**config.mk**
```make
export PLATFORM = sky130hd
export DESIGN_NAME = beat_sequencer
export DESIGN_NICKNAME = d
export VERILOG_FILES = /design/src/rtl/beat_sequencer.sv
export SDC_FILE = /design/constraint.sdc
export NUM_CORES = 1
export LEC_CHECK = 0
export BUFFER_PORTS_ARGS = -buffer_cell sky130_fd_sc_hd__buf_2
export CAP_MARGIN = 20
export CELL_PAD_IN_SITES_DETAIL_PLACEMENT = 1
export CELL_PAD_IN_SITES_GLOBAL_PLACEMENT = 2
export CORE_ASPECT_RATIO = 1.4
export CORE_MARGIN = 2
export CORE_UTILIZATION = 24
export CTS_CLUSTER_SIZE = 14
export DETAILED_ROUTE_END_ITERATION = 7
export GPL_ROUTABILITY_DRIVEN = 0
export PLACE_DENSITY_LB_ADDON = 0.1
export SKIP_CTS_REPAIR_TIMING = 1
export SLEW_MARGIN = 20
export SYNTH_ARGS = -nofsm -noshare
export SYNTH_HDL_FRONTEND = slang
export SYNTH_SLANG_ARGS = --single-unit
```
**constraint.sdc**
```tcl
create_clock -name clk -period 6.7 [get_ports clk]
set_input_delay 2.01 -clock clk [delete_from_list [all_inputs] [get_ports clk]]
set_output_delay 2.01 -clock clk [all_outputs]
set_load 0.1 [all_outputs]
```
**src/rtl/beat_sequencer.sv**
```systemverilog
// Run/stop/single-step controller around a one-hot 4-beat ring (T1=1000 .. T4=0001).
// The final beat is chosen per instruction from beat_len; hold stalls the beat.
module beat_sequencer #(
    parameter int CNT_W = 16
) (
    input  logic             clk,
    input  logic             rst,
    input  logic             start,
    input  logic             stop,
    input  logic             step,
    input  logic             hold,
    input  logic [1:0]       beat_len,
    output logic [3:0]       T,
    output logic             instr_done,
    output logic             running,
    output logic [CNT_W-1:0] instr_cnt
);

    typedef enum logic [1:0] {
        IDLE = 2'd0,
        RUN  = 2'd1,
        STEP = 2'd2
    } state_t;

    state_t     state;
    logic [1:0] len_q;
    logic       stop_pending;
    logic [1:0] idx;
    logic       last;

    always_comb begin
        idx = 2'd0;
        case (T)
            4'b0100: idx = 2'd1;
            4'b0010: idx = 2'd2;
            4'b0001: idx = 2'd3;
            default: idx = 2'd0;
        endcase
    end

    // During T1 the live beat_len decides; afterwards the value latched at T1 does.
    assign last       = (T == 4'b1000) ? (beat_len == 2'd0) : (idx == len_q);
    assign instr_done = (state != IDLE) && last && !hold;

    always_ff @(posedge clk) begin
        if (rst) begin
            state        <= IDLE;
            T            <= 4'b0000;
            running      <= 1'b0;
            instr_cnt    <= '0;
            stop_pending <= 1'b0;
            len_q        <= 2'd0;
        end else begin
            case (state)
                IDLE: begin
                    stop_pending <= 1'b0;
                    if (start) begin
                        state   <= RUN;
                        T       <= 4'b1000;
                        running <= 1'b1;
                    end else if (step) begin
                        state   <= STEP;
                        T       <= 4'b1000;
                        running <= 1'b1;
                    end
                end
                RUN, STEP: begin
                    if (T == 4'b1000)
                        len_q <= beat_len;
                    if (state == RUN && stop)
                        stop_pending <= 1'b1;
                    if (!hold) begin
                        if (last) begin
                            instr_cnt <= instr_cnt + 1'b1;
                            if (state == STEP || stop_pending || stop) begin
                                state        <= IDLE;
                                T            <= 4'b0000;
                                running      <= 1'b0;
                                stop_pending <= 1'b0;
                            end else begin
                                T <= 4'b1000;
                            end
                        end else begin
                            T <= T >> 1;
                        end
                    end
                end
                default: begin
                    state   <= IDLE;
                    T       <= 4'b0000;
                    running <= 1'b0;
                end
            endcase
        end
    end

endmodule

```
== Word-level counts from Yosys, hierarchy flattened ==
Index checks and enable logic that the tools add are counted.

* Equality and inequality tests: 11
* Reductions and logical operators: 15
* Add/subtract/negate cells: 1
* Muxes and demuxes: 25
* Bitwise logic cells: 1

{| class="wikitable"
|+ Operator list
! cell !! count
|-
| 2-to-1 mux 4 bit || 5
|-
| adder 16 x 1 -> 16 bit, second input constant || 1
|-
| 2-to-1 mux 1 bit || 10
|-
| 2-to-1 mux 2 bit || 5
|-
| one-hot mux 4 bit (2 select lines) || 1
|-
| != test 2 bit, second input constant || 3
|-
| one-hot mux 2 bit (3 select lines) || 1
|-
| == test 4 x 1 -> 1 bit, second input constant || 1
|-
| == test 4 x 2 -> 1 bit, second input constant || 1
|-
| == test 4 x 3 -> 1 bit, second input constant || 1
|-
| == test 4 bit, second input constant || 1
|-
| logical NOT 2 bit || 2
|-
| one-hot mux 1 bit (2 select lines) || 2
|-
| one-hot mux 2 bit (2 select lines) || 1
|-
| AND reduction 2 bit || 2
|-
| AND reduction 4 bit || 1
|-
| nonzero test 2 bit || 2
|-
| logical AND 1 bit || 3
|-
| != test 3 bit, second input constant || 1
|-
| AND reduction 3 bit || 1
|-
| == test 2 x 1 -> 1 bit, second input constant || 1
|-
| == test 2 bit || 1
|-
| == test 2 bit, second input constant || 1
|-
| logical OR 1 bit || 2
|-
| 3 further kinds || 3
|}

* Input port bits: 8
* Register bits after elaboration: 26

== Depth between registers and ports, before layout ==
Gate-level depths: netlist of the first run.

* Word-level depth: 7
* Gate-level depth with buffers: 9

== Worst setup path before layout of the first run ==
No wires, ideal clock.

* Path type: in2out
* From: input port beat_len[0]
* To: output port instr_done
* Arrival time: 4911 ps
* Cell stages on the path: 7
* Path slack: -221 ps
* Path through: nor2_1 nand4b_1 and4_4 buf_6 buf_6 buf_2 nor3_1

* Cells in the longest elaborated chain, start to end: 4

{| class="wikitable"
|+ Ends and longest elaborated chain
! what !! line !! source
|-
| start: declaration || 12 || <nowiki>input logic [1:0] beat_len,</nowiki>
|-
| logical NOT 2 bit || 42 || <nowiki>assign last = (T == 4'b1000) ? (beat_len == 2'd0) : (idx == len_q);</nowiki>
|-
| 2-to-1 mux 1 bit || 42 ||
|-
| logical AND 1 bit (2 in a row) || 43 || <nowiki>assign instr_done = (state != IDLE) && last && !hold;</nowiki>
|-
| end: declaration || 14 || <nowiki>output logic instr_done,</nowiki>
|}

No other way between the ends.

== Worst setup path after layout of the first run ==
Same ends and word-level chain as after synthesis.

==> impl_metrics.yaml, run 1 <==
detailed_routing:
  drt-initial-drc-count: 58
  drt_wl_total_um: 4070
  drc: 0
  wl_per_cell_um: 15.4
  vias: 1417
  dr.pass1.iters: 4
  detail-route-antenna-nets: 0
  viasPerCell: 5.37
sta:
  worst_slack_ns: 1.38
  slew_headroom_pct: 61.4
  worstMarginPinSlew_ns: 0.579
  hold_viol_final: 0
  fmaxAchievable_mhz: 188
  rsz0062_at_grt: "no"
  final.period_utilization_pct: 79.4
  setup_viol: 0
  finalCriticalPeriod_ns: 5.32
  finClkSkew_ns: 0.0121
  drv_slew: 0
  finalSetupTns_ns: 0
die:
  core_mm2: 0.00590
  die_h_um: 97.0
  std_cell_rows: 33
  fp.dieArea_mm2: 0.00684
  die_x_um: 70.5
  ios: 30
  start_util_pct: 25.1
clock_tree:
  cts_buffer_depth: 2
  cts.sink_count: 26
  cts_tree: "done"
  cts_buffers: 3
  cts_max_level: 1
  path_clk_slew_ns: 0.10
  cts_root_buf: "clkbuf_8"
  clk_latency_ns: 0.28
logic_synthesis:
  synth_edf_count: 0
  synth_cell_types: 44
  synth_top_family_by_area: "simple AND/OR/NAND/NOR gates"
  synth_ff_type: "dfxtp_1"
  synthArstFlopShare_pct: 0
  synth_fp_nets: 184
  yosysSeqAreaShare_pct: 35.1
  avgSynthCellArea_um2: 8.68
  synthXorXnorAreaFrac_pct: 0
  synth-compound-area-share_pct: 20.2
  synth-simple-area-share_pct: 29.9
  synth_area_mm2: 0.00148
  ys_warn_count: 0
  ys_seq_elements: 26
  synthAdderAreaFrac_pct: 4.22
  syn_inst: 171
  synth_mux_area_share_pct: 5.14
placed_design:
  dp_slack_ns: 1.38
  numPortBuffers: 29
  dp_hpwl_um: 2930
outcome:
  status: "finished, final reports clean"
worst_setup_path:
  critical_path_class: "in2out"
  crit_arrival_ns: 3.31
  crit_fanout: 27
  end_kind: "primary output"
  cp.required_ns: 4.69
  startpoint_type: "primary input"
global_routing:
  grt_pass1_vias: 1446
  grt_max_degree: 33
  antenna_found_initial: 0
  grt_pass1_wl_um: 6930
  grt_overflow: 0
  grt.total_usage_pct: 12.4
layout:
  diodes: 0
  mostFrequentLayoutCells: "29 x buf_2, 26 x dfxtp_1, 18 x nor2_1"
  fillers: 719
  final_common_cell: "buf_2"
  nets: 208
  area_growth_pct: 16.0
  drive_gt1_share_pct: 20.1
worst_hold_path:
  hold_class: "reg2reg"
power:
  total_power_uw: 551
  powerDensity_mw_per_mm2: 320
  p_leak_nw: 0.682
  max-vdd-ir-drop_v: 0.000139
flow_run:
  drv_cap: 0
-- kinds of logic (layout without fill, tap and decap cells) --
group,Yosys count,after routing
buffers and inverters,17,40
and+or+nand+nor,74,74
AOI/OAI and AO/OA,42,42
muxes,7,7
DFF,26,26
adders and majority gates,5,5
-- stage by stage --
| step | std cells | util, % | area [µm²] | hold WS (ns) |
|---|---|---|---|---|
| 2_1_floorplan | 171 | - | 1490 | 0.502 |
| 3_3_place_gp | 260 | 28.2 | 1670 | 0.493 |
| 3_5_place_dp | 260 | 28.2 | 1670 | 0.505 |
| 4_1_cts | 264 | 29.2 | 1720 | 0.519 |
| 5_1_grt | 264 | 29.2 | 1720 | 0.555 |
| 6_report | 264 | 29.2 | 1720 | 0.508 |
-- worst max-delay path, stage by stage --
cell      delay [ns]
buf_2           0.10
nor2_1          0.10
nand4b_1        0.18
and4_4          0.35
nor3_2          0.12
buf_2           0.44
-- cell usage after synthesis (3+ instances only) --
master      n  area share, %
o41ai_1     3            1.8
dfxtp_1    26             35
a32oi_1     4            2.4
or4_1       4            2.0
nand3_1     6            2.0
mux2_1      5            3.8
a211oi_1    3            1.5
nand2_1     5            1.3
a21oi_1    12            4.0
nor2b_1     5            2.1
clkbuf_1    6            1.5
ha_1        5            4.2
nor3b_1     3            1.5
o31ai_1     7            3.5
nor2_1     18            4.6
o2111ai_1   3            1.8
o21ai_1     3            1.0
nor4_1      4            1.7
nand4_1     5            2.1
inv_1       7            1.8
nor3_1      4            1.3
-- registers in the layout (all words and copies together) (netlist names) --
name and flops:
stop_pending 1, running 1, state 2, instr_cnt 16, T 4, len_q 2
-- cell type report --
class | instances | area, µm² | area share, %
sequential | 26 | 520 | 30.2
multi-input combinational | 128 | 887 | 51.5
timing repair buffer | 29 | 145 | 8.43
clock buffer | 4 | 55.1 | 3.20
inverter | 7 | 26.3 | 1.53
tap | 70 | 87.6 | 5.09
-- layer usage --
| metal | vias up | track usage, % | routed length [µm] |
|---|---|---|---|
| met5 | - | 0 | 0 |
| met4 | 0 | 4.59 | 61 |
| met3 | 5 | 1.98 | 120 |
| met2 | 21 | 22.8 | 2090 |
| met1 | 694 | 13.9 | 1800 |
| li1 | 697 | - | - |
-- power by group --
group / internal [mW] / switching (mW)
Clock: 0.0528 / 0.0552
Sequential: 0.169 / 0.0186
Combinational: 0.0643 / 0.190
-- final timing paths --
| kind | start | endpoint | slack, ns | depth (start not counted) |
|---|---|---|---|---|
| setup / recovery | beat_len[0] | instr_done | 1.38 | 6 |
| hold / removal | instr_cnt[4] | instr_cnt[4] | 0.51 | 2 |
| setup reg to reg | state[0] | instr_cnt[10] | 4.27 | 6 |
| hold reg to reg | instr_cnt[4] | instr_cnt[4] | 0.51 | 2 |
No activity file was read; power rests on OpenSTA's default activity.
==> run 2: changes to the inputs <==
ABC_AREA = 1   (was unset)
clock period = 5.3 ns   (was 6.7 ns; I/O delays follow)
==> impl_metrics.yaml, run 2 <==
logic_synthesis:
  synth_ff_type: "dfxtp_1"
  yosysTopAreaCell: "dfxtp_1"
  synthXorXnorAreaFrac_pct: 5.92
  synthAdderAreaFrac_pct: 3.84
  synth_cell_types: 28
  ys_seq_elements: 26
  avgSynthCellArea_um2: 7.11
  ys_warn_count: 0
  synth_fp_nets: 242
  syn_inst: 229
  synthArstFlopShare_pct: 0
  synth_mux_area_share_pct: 0
  yosysSeqAreaShare_pct: 32.0
  synth_edf_count: 0
  synth_top_family_by_area: "simple AND/OR/NAND/NOR gates"
  synth_area_leaders: "dfxtp_1 32%, nand2_1 12%, nand4_1 7.3%, nor2_1 5.3%, a21oi_1 5.2%"
  synth_most_common_cell: "nand2_1"
  synth-compound-area-share_pct: 12.0
  synth-simple-area-share_pct: 38.4
  synth_top_area_share_pct: 32.0
  synth_area_mm2: 0.00163
  synth_commonest_cells: "53 x nand2_1, 26 x dfxtp_1, 23 x nor2_1, 19 x nand4_1"
detailed_routing:
  detail-route-antenna-nets: 0
  drt-initial-drc-count: 20
  viasPerCell: 4.86
  wl_per_cell_um: 14.6
  drc: 0
  drt_wl_total_um: 4780
  dr.pass1.iters: 4
  vias: 1595
clock_tree:
  cts_root_buf: "clkbuf_8"
  cts_buffers: 3
  path_clk_slew_ns: 0.10
  cts_tree: "done"
  cts.sink_count: 26
  cts_max_level: 1
  clk_latency_ns: 0.27
  cts_buffer_depth: 2
global_routing:
  use_met1_pct: 16.8
  grt_pass1_wl_um: 8050
  grt.total_usage_pct: 13.9
  grt_pass1_vias: 1647
  grt.met3_usage_pct: 1.69
  busiest_layer: "met2"
  met2_usage_pct: 25.0
  grt_overflow: 0
  grt_max_degree: 25
  antenna_found_initial: 0
die:
  start_util_pct: 24.8
  ios: 30
  die_x_um: 73.6
  fp.dieArea_mm2: 0.00747
  core_mm2: 0.00657
  die_h_um: 101
  std_cell_rows: 35
layout:
  final_common_cell: "nand2_1"
  largest_reg_flops: 16
  diodes: 0
  stdcell_count: 328
  multi_input_area_um2: 978
  area_growth_pct: 13.8
  top_register: "instr_cnt"
  ff_latch_area_um2: 520
  fillers: 849
  nets: 269
  reg_top3: "instr_cnt (16), T (4)"
  mostFrequentLayoutCells: "53 x nand2_1, 29 x buf_2, 26 x dfxtp_1"
  drive_gt1_share_pct: 22.8
worst_setup_path:
  cp.required_ns: 3.71
  startpoint_type: "primary input"
  critical_path_class: "in2out"
  crit_fanout: 18
  end_kind: "primary output"
  path_cells: "buf_2 > nor2_1 > nand2_1 > nand2_4 > nand2_1 > nor2_1 > buf_2"
  crit_arrival_ns: 2.79
  slowest_delay_ns: 0.43
  slowest_stage: "buf_2"
sta:
  slew_headroom_pct: 56.3
  setup_viol: 0
  drv_slew: 0
  hold_viol_final: 0
  finalCriticalPeriod_ns: 4.38
  rsz0062_at_grt: "no"
  worstMarginPinSlew_ns: 0.655
  final.period_utilization_pct: 82.7
  fmaxAchievable_mhz: 228
  finClkSkew_ns: 0.00646
  finalSetupTns_ns: 0
outcome:
  status: "finished, final reports clean"
power:
  max-vdd-ir-drop_v: 0.000105
  total_power_uw: 836
  powerDensity_mw_per_mm2: 451
  p_leak_nw: 0.722
flow_run:
  drv_cap: 0
placed_design:
  dp_hpwl_um: 3550
  numPortBuffers: 29
  dp_cells: 325
worst_hold_path:
  hold_class: "reg2reg"
[run 2: cell type report]
cell class | instances | share of cell area [%]
multi-input cells | 176 | 52.8
flip-flops and latches | 26 | 28.1
repair buffers | 29 | 7.83
well taps | 74 | 5.00
inverters | 20 | 4.05
clock buffers | 3 | 2.23
[run 2: path summary, 6_finish.rpt]
| check | end | depth (start not counted) | start | slack, ns |
|---|---|---|---|---|
| setup / recovery | instr_done | 7 | beat_len[0] | 0.92 |
| hold / removal | running | 2 | running | 0.47 |
| setup reg to reg | state[1] | 8 | state[0] | 3.00 |
| hold reg to reg | running | 2 | running | 0.47 |
[run 2: where the power goes]
group	switching, mW	internal (mW)
sequential	0.0276	0.223
clock	0.0665	0.0511
combinational	0.365	0.103
[run 2: kinds of logic after synthesis]
family                     Yosys count
AOI/OAI and AO/OA                   30
xor gates and xnor gates            11
adders and majority gates            5
buffers and inverters               27
DFF                                 26
and+or+nand+nor                    130
[run 2: metal layers]
layer | part of all wire, % | vias up
met5 | 0 | -
met4 | 1.3 | 0
met3 | 2.7 | 4
met2 | 52 | 22
met1 | 44 | 757
li1 | - | 812
[run 2: critical path: cells and delay by family]
| family | cells | cell delay [ns] |
|---|---|---|
| and+or+nand+nor | 5 | 0.65 |
| buffers and inverters | 2 | 0.53 |
[run 2: through the flow]
step | setup WS (ns) | util [%] | hold slack (ns) | cell area, µm²
after floorplan | 0.483 | - | 0.444 | 1630
after global placement | 0.905 | 27.6 | 0.447 | 1810
after detailed placement | 0.883 | 27.6 | 0.460 | 1810
after CTS | 0.883 | 28.2 | 0.475 | 1850
after global routing | 0.818 | 28.2 | 0.517 | 1850
final | 0.917 | 28.2 | 0.468 | 1850
==> run 3: changes to the inputs <==
clock period = 3.7 ns   (was 5.3 ns; I/O delays follow)
==> impl_metrics.yaml, run 3 (same netlist as run 2, synthesis figures left out) <==
sta:
  fmaxAchievable_mhz: 327
  final.period_utilization_pct: 82.7
  finalCriticalPeriod_ns: 3.06
  drv_slew: 0
  worstMarginPinSlew_ns: 0.596
  finalSetupTns_ns: 0
  setup_viol: 0
  rsz0062_at_grt: "no"
  finClkSkew_ns: 0.00726
  hold_viol_final: 0
  slew_headroom_pct: 60.3
  whs_ns: 0.472
layout:
  final_common_cell: "nand2_1"
  reg_top3: "instr_cnt (16), T (4)"
  largest_reg_flops: 16
  area_growth_pct: 17.1
  nets: 272
  mostFrequentLayoutCells: "53 x nand2_1, 28 x buf_2, 26 x dfxtp_1"
  top_register: "instr_cnt"
  fillers: 828
  diodes: 0
  drive_gt1_share_pct: 24.4
worst_setup_path:
  end_kind: "primary output"
  startpoint_type: "primary input"
  crit_fanout: 2
  critical_path_class: "in2out"
  cp.required_ns: 2.59
  crit_arrival_ns: 1.95
detailed_routing:
  drt-initial-drc-count: 35
  dr.pass1.iters: 3
  drc: 0
  viasPerCell: 4.80
  detail-route-antenna-nets: 0
  vias: 1594
  drt_wl_total_um: 4830
  wl_per_cell_um: 14.5
clock_tree:
  path_clk_slew_ns: 0.10
  cts_root_buf: "clkbuf_8"
  cts_tree: "done"
  cts_buffers: 3
  cts_max_level: 1
  cts.sink_count: 26
  cts_buffer_depth: 2
  clk_latency_ns: 0.28
power:
  p_int_uw: 594
  powerDensity_mw_per_mm2: 675
  p_switching_uw: 692
  clock_power_share_pct: 15.3
  combPwrFrac_pct: 56.9
  seq_power_share_pct: 27.9
  sw_frac_of_total_pct: 53.8
  p_leak_nw: 0.746
  max-vdd-ir-drop_v: 0.000173
global_routing:
  grt.total_usage_pct: 14.0
  grt_pass1_vias: 1649
  antenna_found_initial: 0
  grt_pass1_wl_um: 8110
  grt_max_degree: 25
  grt_overflow: 0
die:
  start_util_pct: 24.8
  std_cell_rows: 35
  core_mm2: 0.00657
  ios: 30
  die_h_um: 101
  die_x_um: 73.6
  fp.dieArea_mm2: 0.00747
placed_design:
  numPortBuffers: 29
  dp_hpwl_um: 3560
outcome:
  status: "finished, final reports clean"
worst_hold_path:
  hold_class: "reg2reg"
flow_run:
  drv_cap: 0
==> run 3: cell types whose count changed in the layout (fill, tap and decap cells not counted) <==
| cell | before | now |
|---|---|---|
| buf_4 | 0 | 3 |
| buf_12 | 0 | 1 |
| buf_2 | 29 | 28 |
| clkbuf_8 | 3 | 4 |
| nor2_1 | 23 | 22 |
| nor2_2 | 1 | 2 |
==> run 3: per-layer routing <==
metal	vias to the layer above	track usage, %	part of all wire (%)
li1	818	-	-
met1	758	17.0	43
met2	16	25.2	54
met3	2	1.69	2.1
met4	0	4.06	0.75
met5	-	0	0
==> run 3: power groups by stage <==
stage	Clock [mW]	Sequential [mW]	Combinational (mW)
2_1_floorplan	0	0.492	0.463
3_3_place_gp	0	0.366	0.745
3_5_place_dp	0	0.367	0.748
4_1_cts	0.208	0.361	0.748
5_1_grt	0.217	0.368	0.807
6_report	0.197	0.358	0.731
==> run 3: worst max-delay path: stages <==
cell and delay, ns:
buf_2 0.10, nor2_1 0.10, nand2_1 0.11, nand2_4 0.08, nand2_1 0.11, nor2_2 0.15
buf_12 0.19
==> run 3: metrics by stage <==
stage | worst slack (ns) | cell area (µm²) | total power, mW | utilization (%) | instances
finish | 0.639 | 1910 | 1.29 | 29.0 | 332
global route | 0.576 | 1910 | 1.39 | 29.0 | 332
CTS | 0.588 | 1910 | 1.32 | 29.0 | 332
detailed placement | 0.588 | 1850 | 1.11 | 28.2 | 328
global placement | 0.609 | 1850 | 1.11 | 28.2 | 328
floorplan | 0.117 | 1630 | 0.955 | - | 229
==> run 3: path summary, 6_finish.rpt <==
| check | start | endpoint | slack, ns | depth (start not counted) |
|---|---|---|---|---|
| setup / recovery | beat_len[0] | instr_done | 0.64 | 7 |
| hold / removal | running | running | 0.47 | 2 |
| setup reg to reg | state[1] | state[0] | 1.63 | 9 |
| hold reg to reg | running | running | 0.47 | 2 |
==> run 3: final cells by class <==
type / instances / area [µm²] / area share, %
Timing Repair Buffer: 32 / 183 / 9.58
Sequential cell: 26 / 520 / 27.3
Tap cell: 74 / 92.6 / 4.86
Clock buffer: 4 / 55.1 / 2.89
Inverter: 20 / 75.1 / 3.94
Multi-Input combinational cell: 176 / 981 / 51.4
